===== src/rtl/pc88_loader_sink.sv =====
// Loader byte sink: turns the LOADER_* level handshake into 16-bit SDRAM word
// writes with byte enables, and tracks download progress/completion/errors.
//
// state   | meaning
// IDLE    | waiting for LOADER_WR
// REQ     | mem_req held, waiting for mem_ack or timeout
// ACK     | LOADER_ACK pulse cycle
// WAITLOW | waiting for LOADER_WR to drop before accepting another byte
module pc88_loader_sink #(
  parameter logic [23:0] BASE_WADR = 24'h000000,
  parameter int          TMO       = 4095
) (
  input  logic        clk21m,
  input  logic        rstn,
  input  logic        LOADER_OE,
  input  logic        LOADER_WR,
  input  logic [18:0] LOADER_ADR,
  input  logic [7:0]  LOADER_WDAT,
  input  logic        LOADER_DONE,
  output logic        LOADER_ACK,
  output logic        mem_req,
  output logic [23:0] mem_wadr,
  output logic [15:0] mem_wdat,
  output logic [1:0]  mem_be,
  input  logic        mem_ack,
  output logic [19:0] ld_count,
  output logic        ld_complete,
  output logic        ld_err
);

  localparam int TW = (TMO < 1) ? 1 : $clog2(TMO + 1);
  localparam logic [TW-1:0] TMO_LD = TW'(TMO);

  localparam logic [1:0] IDLE    = 2'd0;
  localparam logic [1:0] REQ     = 2'd1;
  localparam logic [1:0] ACK     = 2'd2;
  localparam logic [1:0] WAITLOW = 2'd3;

  logic [1:0]    state_q, state_d;
  logic          ack_q, ack_d;
  logic          req_q, req_d;
  logic [23:0]   wadr_q, wadr_d;
  logic [15:0]   wdat_q, wdat_d;
  logic [1:0]    be_q, be_d;
  logic [TW-1:0] tmr_q, tmr_d;
  logic [19:0]   cnt_q, cnt_d;
  logic          cmpl_q, cmpl_d;
  logic          err_q, err_d;
  logic          oe_q, oe_d;

  logic          oe_rise, oe_fall;
  logic          cnt_inc, err_set;
  logic [19:0]   cnt_base;

  always_comb begin
    state_d  = state_q;
    ack_d    = 1'b0;
    req_d    = req_q;
    wadr_d   = wadr_q;
    wdat_d   = wdat_q;
    be_d     = be_q;
    tmr_d    = tmr_q;
    cnt_inc  = 1'b0;
    err_set  = 1'b0;
    oe_d     = LOADER_OE;
    oe_rise  = LOADER_OE & ~oe_q;
    oe_fall  = ~LOADER_OE & oe_q;

    case (state_q)
      IDLE: begin
        if (LOADER_WR) begin
          if (LOADER_OE) begin
            wadr_d  = BASE_WADR + {6'b0, LOADER_ADR[18:1]};
            wdat_d  = {LOADER_WDAT, LOADER_WDAT};
            be_d    = LOADER_ADR[0] ? 2'b10 : 2'b01;
            req_d   = 1'b1;
            tmr_d   = TMO_LD;
            state_d = REQ;
          end else begin
            // Outside the window: no write, but still ack so the initiator moves on.
            err_set = 1'b1;
            ack_d   = 1'b1;
            state_d = ACK;
          end
        end
      end
      REQ: begin
        if (mem_ack) begin
          req_d   = 1'b0;
          cnt_inc = 1'b1;
          ack_d   = 1'b1;
          state_d = ACK;
        end else if (tmr_q == '0) begin
          req_d   = 1'b0;
          err_set = 1'b1;
          ack_d   = 1'b1;
          state_d = ACK;
        end else begin
          tmr_d = tmr_q - 1'b1;
        end
      end
      ACK: begin
        state_d = WAITLOW;
      end
      default: begin
        if (!LOADER_WR) state_d = IDLE;
      end
    endcase

    // A window-open clear and an event in the same cycle: clear first, then apply.
    cnt_base = oe_rise ? 20'd0 : cnt_q;
    cnt_d    = (cnt_inc && (cnt_base != 20'hFFFFF)) ? cnt_base + 20'd1 : cnt_base;
    err_d    = (oe_rise ? 1'b0 : err_q) | err_set;

    if (oe_rise)                     cmpl_d = 1'b0;
    else if (oe_fall || LOADER_DONE) cmpl_d = 1'b1;
    else                             cmpl_d = cmpl_q;
  end

  always_ff @(posedge clk21m) begin
    if (!rstn) begin
      state_q <= IDLE;
      ack_q   <= 1'b0;
      req_q   <= 1'b0;
      wadr_q  <= 24'd0;
      wdat_q  <= 16'd0;
      be_q    <= 2'b00;
      tmr_q   <= '0;
      cnt_q   <= 20'd0;
      cmpl_q  <= 1'b0;
      err_q   <= 1'b0;
      oe_q    <= 1'b0;
    end else begin
      state_q <= state_d;
      ack_q   <= ack_d;
      req_q   <= req_d;
      wadr_q  <= wadr_d;
      wdat_q  <= wdat_d;
      be_q    <= be_d;
      tmr_q   <= tmr_d;
      cnt_q   <= cnt_d;
      cmpl_q  <= cmpl_d;
      err_q   <= err_d;
      oe_q    <= oe_d;
    end
  end

  assign LOADER_ACK  = ack_q;
  assign mem_req     = req_q;
  assign mem_wadr    = wadr_q;
  assign mem_wdat    = wdat_q;
  assign mem_be      = be_q;
  assign ld_count    = cnt_q;
  assign ld_complete = cmpl_q;
  assign ld_err      = err_q;

endmodule


===== config.mk =====
export PLATFORM = sky130hd
export DESIGN_NAME = pc88_loader_sink
export DESIGN_NICKNAME = d
export VERILOG_FILES = /design/src/rtl/pc88_loader_sink.sv
export SDC_FILE = /design/constraint.sdc
export NUM_CORES = 1
export LEC_CHECK = 0
export BUFFER_PORTS_ARGS = -buffer_cell sky130_fd_sc_hd__buf_4
export CAP_MARGIN = 40
export CORE_AREA = 5 5 105 88
export CTS_BUF_LIST = sky130_fd_sc_hd__clkbuf_4
export DETAILED_ROUTE_END_ITERATION = 7
export DIE_AREA = 0 0 110 93
export PLACE_DENSITY = 0.71
export SYNTH_ARGS = -nofsm -noshare
export SYNTH_HDL_FRONTEND = slang
export SYNTH_SLANG_ARGS = --single-unit
export TNS_END_PERCENT = 50

===== constraint.sdc =====
create_clock -name clk21m -period 6.12 [get_ports clk21m]
set_input_delay 0.306 -clock clk21m [delete_from_list [all_inputs] [get_ports clk21m]]
set_output_delay 0.306 -clock clk21m [all_outputs]
set_load 0.01 [all_outputs]

# Yosys cells after proc, flatten, opt, wreduce, memory -nomap -nowiden
# Cells that the tools add are included.
# word_totals
register_bits	75
inputBits	33
output_inout_bits	66
word_cells	67
# classes
addsub	2
eq_ne	9
n_mux	29
n_bitwise	6
reduce_logical	10
# ops
cell	count
2-to-1 mux 12 bit	4
2-to-1 mux 20 bit	2
case mux 12 bit (2 select lines)	1
adder 20 x 1 -> 20 bit (second input constant)	1
!= test 20 bit (second input constant)	1
logical NOT 12 bit	1
2-to-1 mux 1 bit	12
2-to-1 mux 2 bit	6
subtractor 12 x 1 -> 12 bit (second input constant)	1
!= test 2 bit (second input constant)	4
case mux 1 bit (2 select lines)	3
case mux 2 bit (3 select lines)	1
AND reduction 3 bit	2
AND reduction 5 bit	1
!= test 4 x 1 -> 1 bit (second input constant)	1
AND reduction 4 bit	1
!= test 3 bit (second input constant)	1
NOT 1 bit	3
bitwise AND 1 bit	2
== test 2 x 1 -> 1 bit (second input constant)	1
== test 2 bit (second input constant)	1
logical NOT 2 bit	1
nonzero test 2 bit	1
OR reduction 2 bit	1
3 further kinds	3

# Logic depth before layout (Yosys ltp)
# logic_depth
depth_word	6
mapped_depth	10
depth_no_buf	8

# Worst setup path before layout
# OpenSTA, ideal clock, no wires.
# synth_timing
path_type	reg-to-reg
from	reg oe_q
to	reg cnt_q[13], in the netlist ld_count[13]
setup_time_ns	0.115
t_arrival_ns	2.196
slack_ns	3.809
stages_incl_launch_ff	11
period_less_slack_ns	2.311
cell_sequence	dfxtp_1 > nand2b_1 > clkbuf_1 > and2_1 > ha_1 > and4_1 > nand4_1 > o211ai_1 > buf_2 > nor4_1 > o21a_1
# synth_via
elab_chain_cells	6
# synth_lines
item	line	source
start: declaration	49	logic oe_q, oe_d;
start signal: assignment	132	oe_q <= 1'b0;
start signal: assignment	144	oe_q <= oe_d;
NOT 1 bit (*)	66	oe_rise = LOADER_OE & ~oe_q;
bitwise AND 1 bit (*)	66	
2-to-1 mux 20 bit (*)	111	cnt_base = oe_rise ? 20'd0 : cnt_q;
parallel branches: the longest is 2 deep, another holds adder 20 x 1 -> 20 bit	-	
2-to-1 mux 20 bit (*)	112	cnt_d = (cnt_inc && (cnt_base != 20'hFFFFF)) ? cnt_base + 20'd1 : cnt_base;
end signal: assignment	141	cnt_q <= cnt_d;
end: declaration	46	logic [19:0] cnt_q, cnt_d;
# Mark *: on every way between the ends.
# A chain may end at the register's enable or synchronous reset.

# Worst setup path after layout
# layout_timing
from	reg oe_q
to	reg cnt_q[15], in the netlist ld_count[15]
# Same word-level chain as after synthesis.

==> qor.csv <==
metric,value,unit
dr.pass1.iters,4,
first_iter_violations,158,
nFillCells,791,
rows,30,
clk_latency,0.42,ns
post_cts_buffers,0,
final_common_cell,buf_4,
grt_pass1_wl,13.2,mm
h-tree-depth,3,
endpoint_kind,register,
clockRootBuffer,clkbuf_4,
design_area,4020,sq um
cts_buffer_depth,2,
clock-sinks,67,
ys_ff_latch,67,
arrival,3.34,ns
portBuffers,92,
yosysTopAreaCellShare,0.430,
finalCritPeriodShare,0.492,
grt_usage,0.161,
hold_buffers,0,
status,completed,
cts-buffers-inserted,9,
grt_overflow_total,0,
drv_slew,0,
initial_core_util,0.383,
ys.flop_type,dfxtp_1,
coreArea,8150,sq um
drtAntennaViolNets,0,
place_inst,571,
worst_pin_slew,0.943,ns
grt_pass1_vias,2694,
layout.nets,510,
die_h,93,um
synth_edf_count,0,
ys_async_sr_fraction,0,
post_drt_wl_per_cell,14.2,um
synth_area_leaders,"dfxtp_1 (43%), nand2_1 (9.0%), a21oi_1 (9.0%)",
n_antenna_cell,0,
drc,0,
ys_types,46,
drive_gt1_frac,0.248,
setup_viol,0,
rsz0062_at_grt,no,
cts_tree,done,
max-cap-violations,0,
cp-start-kind,register,
power_density,362,nW/um^2
layout_common_cells,"buf_4 (92), nand2_1 (75), dfxtp_1 (67)",
fmax,332,MHz
clk_pin_slew,0.13,ns
cts_resized,0,
place_area,3860,sq um
dr_total_vias,3012,
finalCriticalPeriod,3.01,ns
yosys.area.top_type,dfxtp_1,
hpwl,6.06,mm
via_per_inst,5.13,
syn_to_final_growth,28.8,%
synthCells,392,
setup_tns,0,ns
leakagePower,1.60,nW
yosys_warnings,0,
fin_skew,0.0155,ns
avgSynthCellArea,7.96,sq um
dieArea,10200,sq um
place_congestion,0.796,
ir_worst_vdd,0.000135,V
cp_max_fo,14,
final_hold_viol_count,0,
antenna_found_initial,0,
chipWidth,110,um
grt_max_degree,32,
required,6.45,ns
synth_seq_area_share,0.430,
relSlewSlack,0.367,
synth_area,3120,sq um
io_pins,99,
criticalPathCategory,register to register,
drt-total-wl,8.35,mm
hold_class,primary input to register,
layout.cells.non_filler,587,
critical path, cell delays in order, from the launching register on:
cell and delay, ns:
dfxtp_1 0.38, nand2b_1 0.33, and2_1 0.23, ha_1 0.19
and4_1 0.24, nand4_1 0.29, o211ai_1 0.85, o21ai_0 0.24
a21oi_1 0.18
through the flow:
| stage | utilization | hold WS, ns | setup WS [ns] | total power, mW |
|---|---|---|---|---|
| after floorplan | - | 0.428 | 3.81 | 0.956 |
| after global placement | 0.466 | 0.443 | 3.41 | 1.08 |
| after detailed placement | 0.473 | 0.448 | 3.17 | 1.12 |
| after CTS | 0.494 | 0.0965 | 3.17 | 1.46 |
| after global routing | 0.494 | 0.0940 | 2.89 | 1.56 |
| final | 0.494 | 0.117 | 3.11 | 1.46 |
metal layers:
layer,GRT usage,part of all wire
met4,0.0602,0.015
met2,0.253,0.47
met1,0.214,0.45
met3,0.0373,0.060
met5,0,0
cell usage after synthesis, drive strengths merged (6+ instances only):
cell,n
nor2,25
o21ai,16
clkbuf,16
nor4,7
buf,17
nand2b,8
dfxtp,67
nand2,75
xnor2,6
or3,6
nand3,8
a21oi,56
inv,10
a311oi,9
ha,7
nor3,9
nand4,6
area by class of cell:
type | count | area, sq um | share of cell area
timing repair buffer | 95 | 753 | 0.187
clock inverter | 6 | 90.1 | 0.0224
inverter | 10 | 37.5 | 0.00933
multi-input combinational | 287 | 1580 | 0.394
tap | 112 | 140 | 0.0348
clock buffer | 10 | 75.1 | 0.0187
sequential | 67 | 1340 | 0.334
report_power, final:
group | switching, mW | leakage [nW] | total [mW] | internal (mW)
clock network | 0.170 | 0.0866 | 0.341 | 0.171
registers | 0.0783 | 0.547 | 0.589 | 0.511
logic | 0.297 | 0.965 | 0.525 | 0.228
total | 0.545 | 1.60 | 1.46 | 0.910
cell families after synthesis:
group / count (synthesis) / share of synthesized area
flops: 67 / 0.430
fa+ha+maj: 7 / 0.0281
buf+inv: 43 / 0.0689
xor+xnor: 9 / 0.0253
mux: 1 / 0.00321
simple gates: 166 / 0.258
compound gates: 98 / 0.186
other cells: 1 / 0.00120
flip-flops by register name (all words and copies together), names as in the netlist:
signal       count
mem_wadr        18
ld_err           1
mem_req          1
oe_q             1
mem_be           2
mem_wdat         8
ld_count        20
tmr_q           12
ld_complete      1
LOADER_ACK       1
state_q          2
worst paths after layout:
path | slack (ns) | to | cells after the start | from
worst max-delay path | 3.11 | ld_count[15] | 8 | oe_q
worst min-delay path | 0.12 | mem_wadr[5] | 3 | LOADER_ADR[6]
worst max register to register | 3.11 | ld_count[15] | 8 | oe_q
worst min register to register | 0.46 | mem_wadr[15] | 2 | mem_wadr[15]
Note: power is estimated with default switching activity, not from simulation.
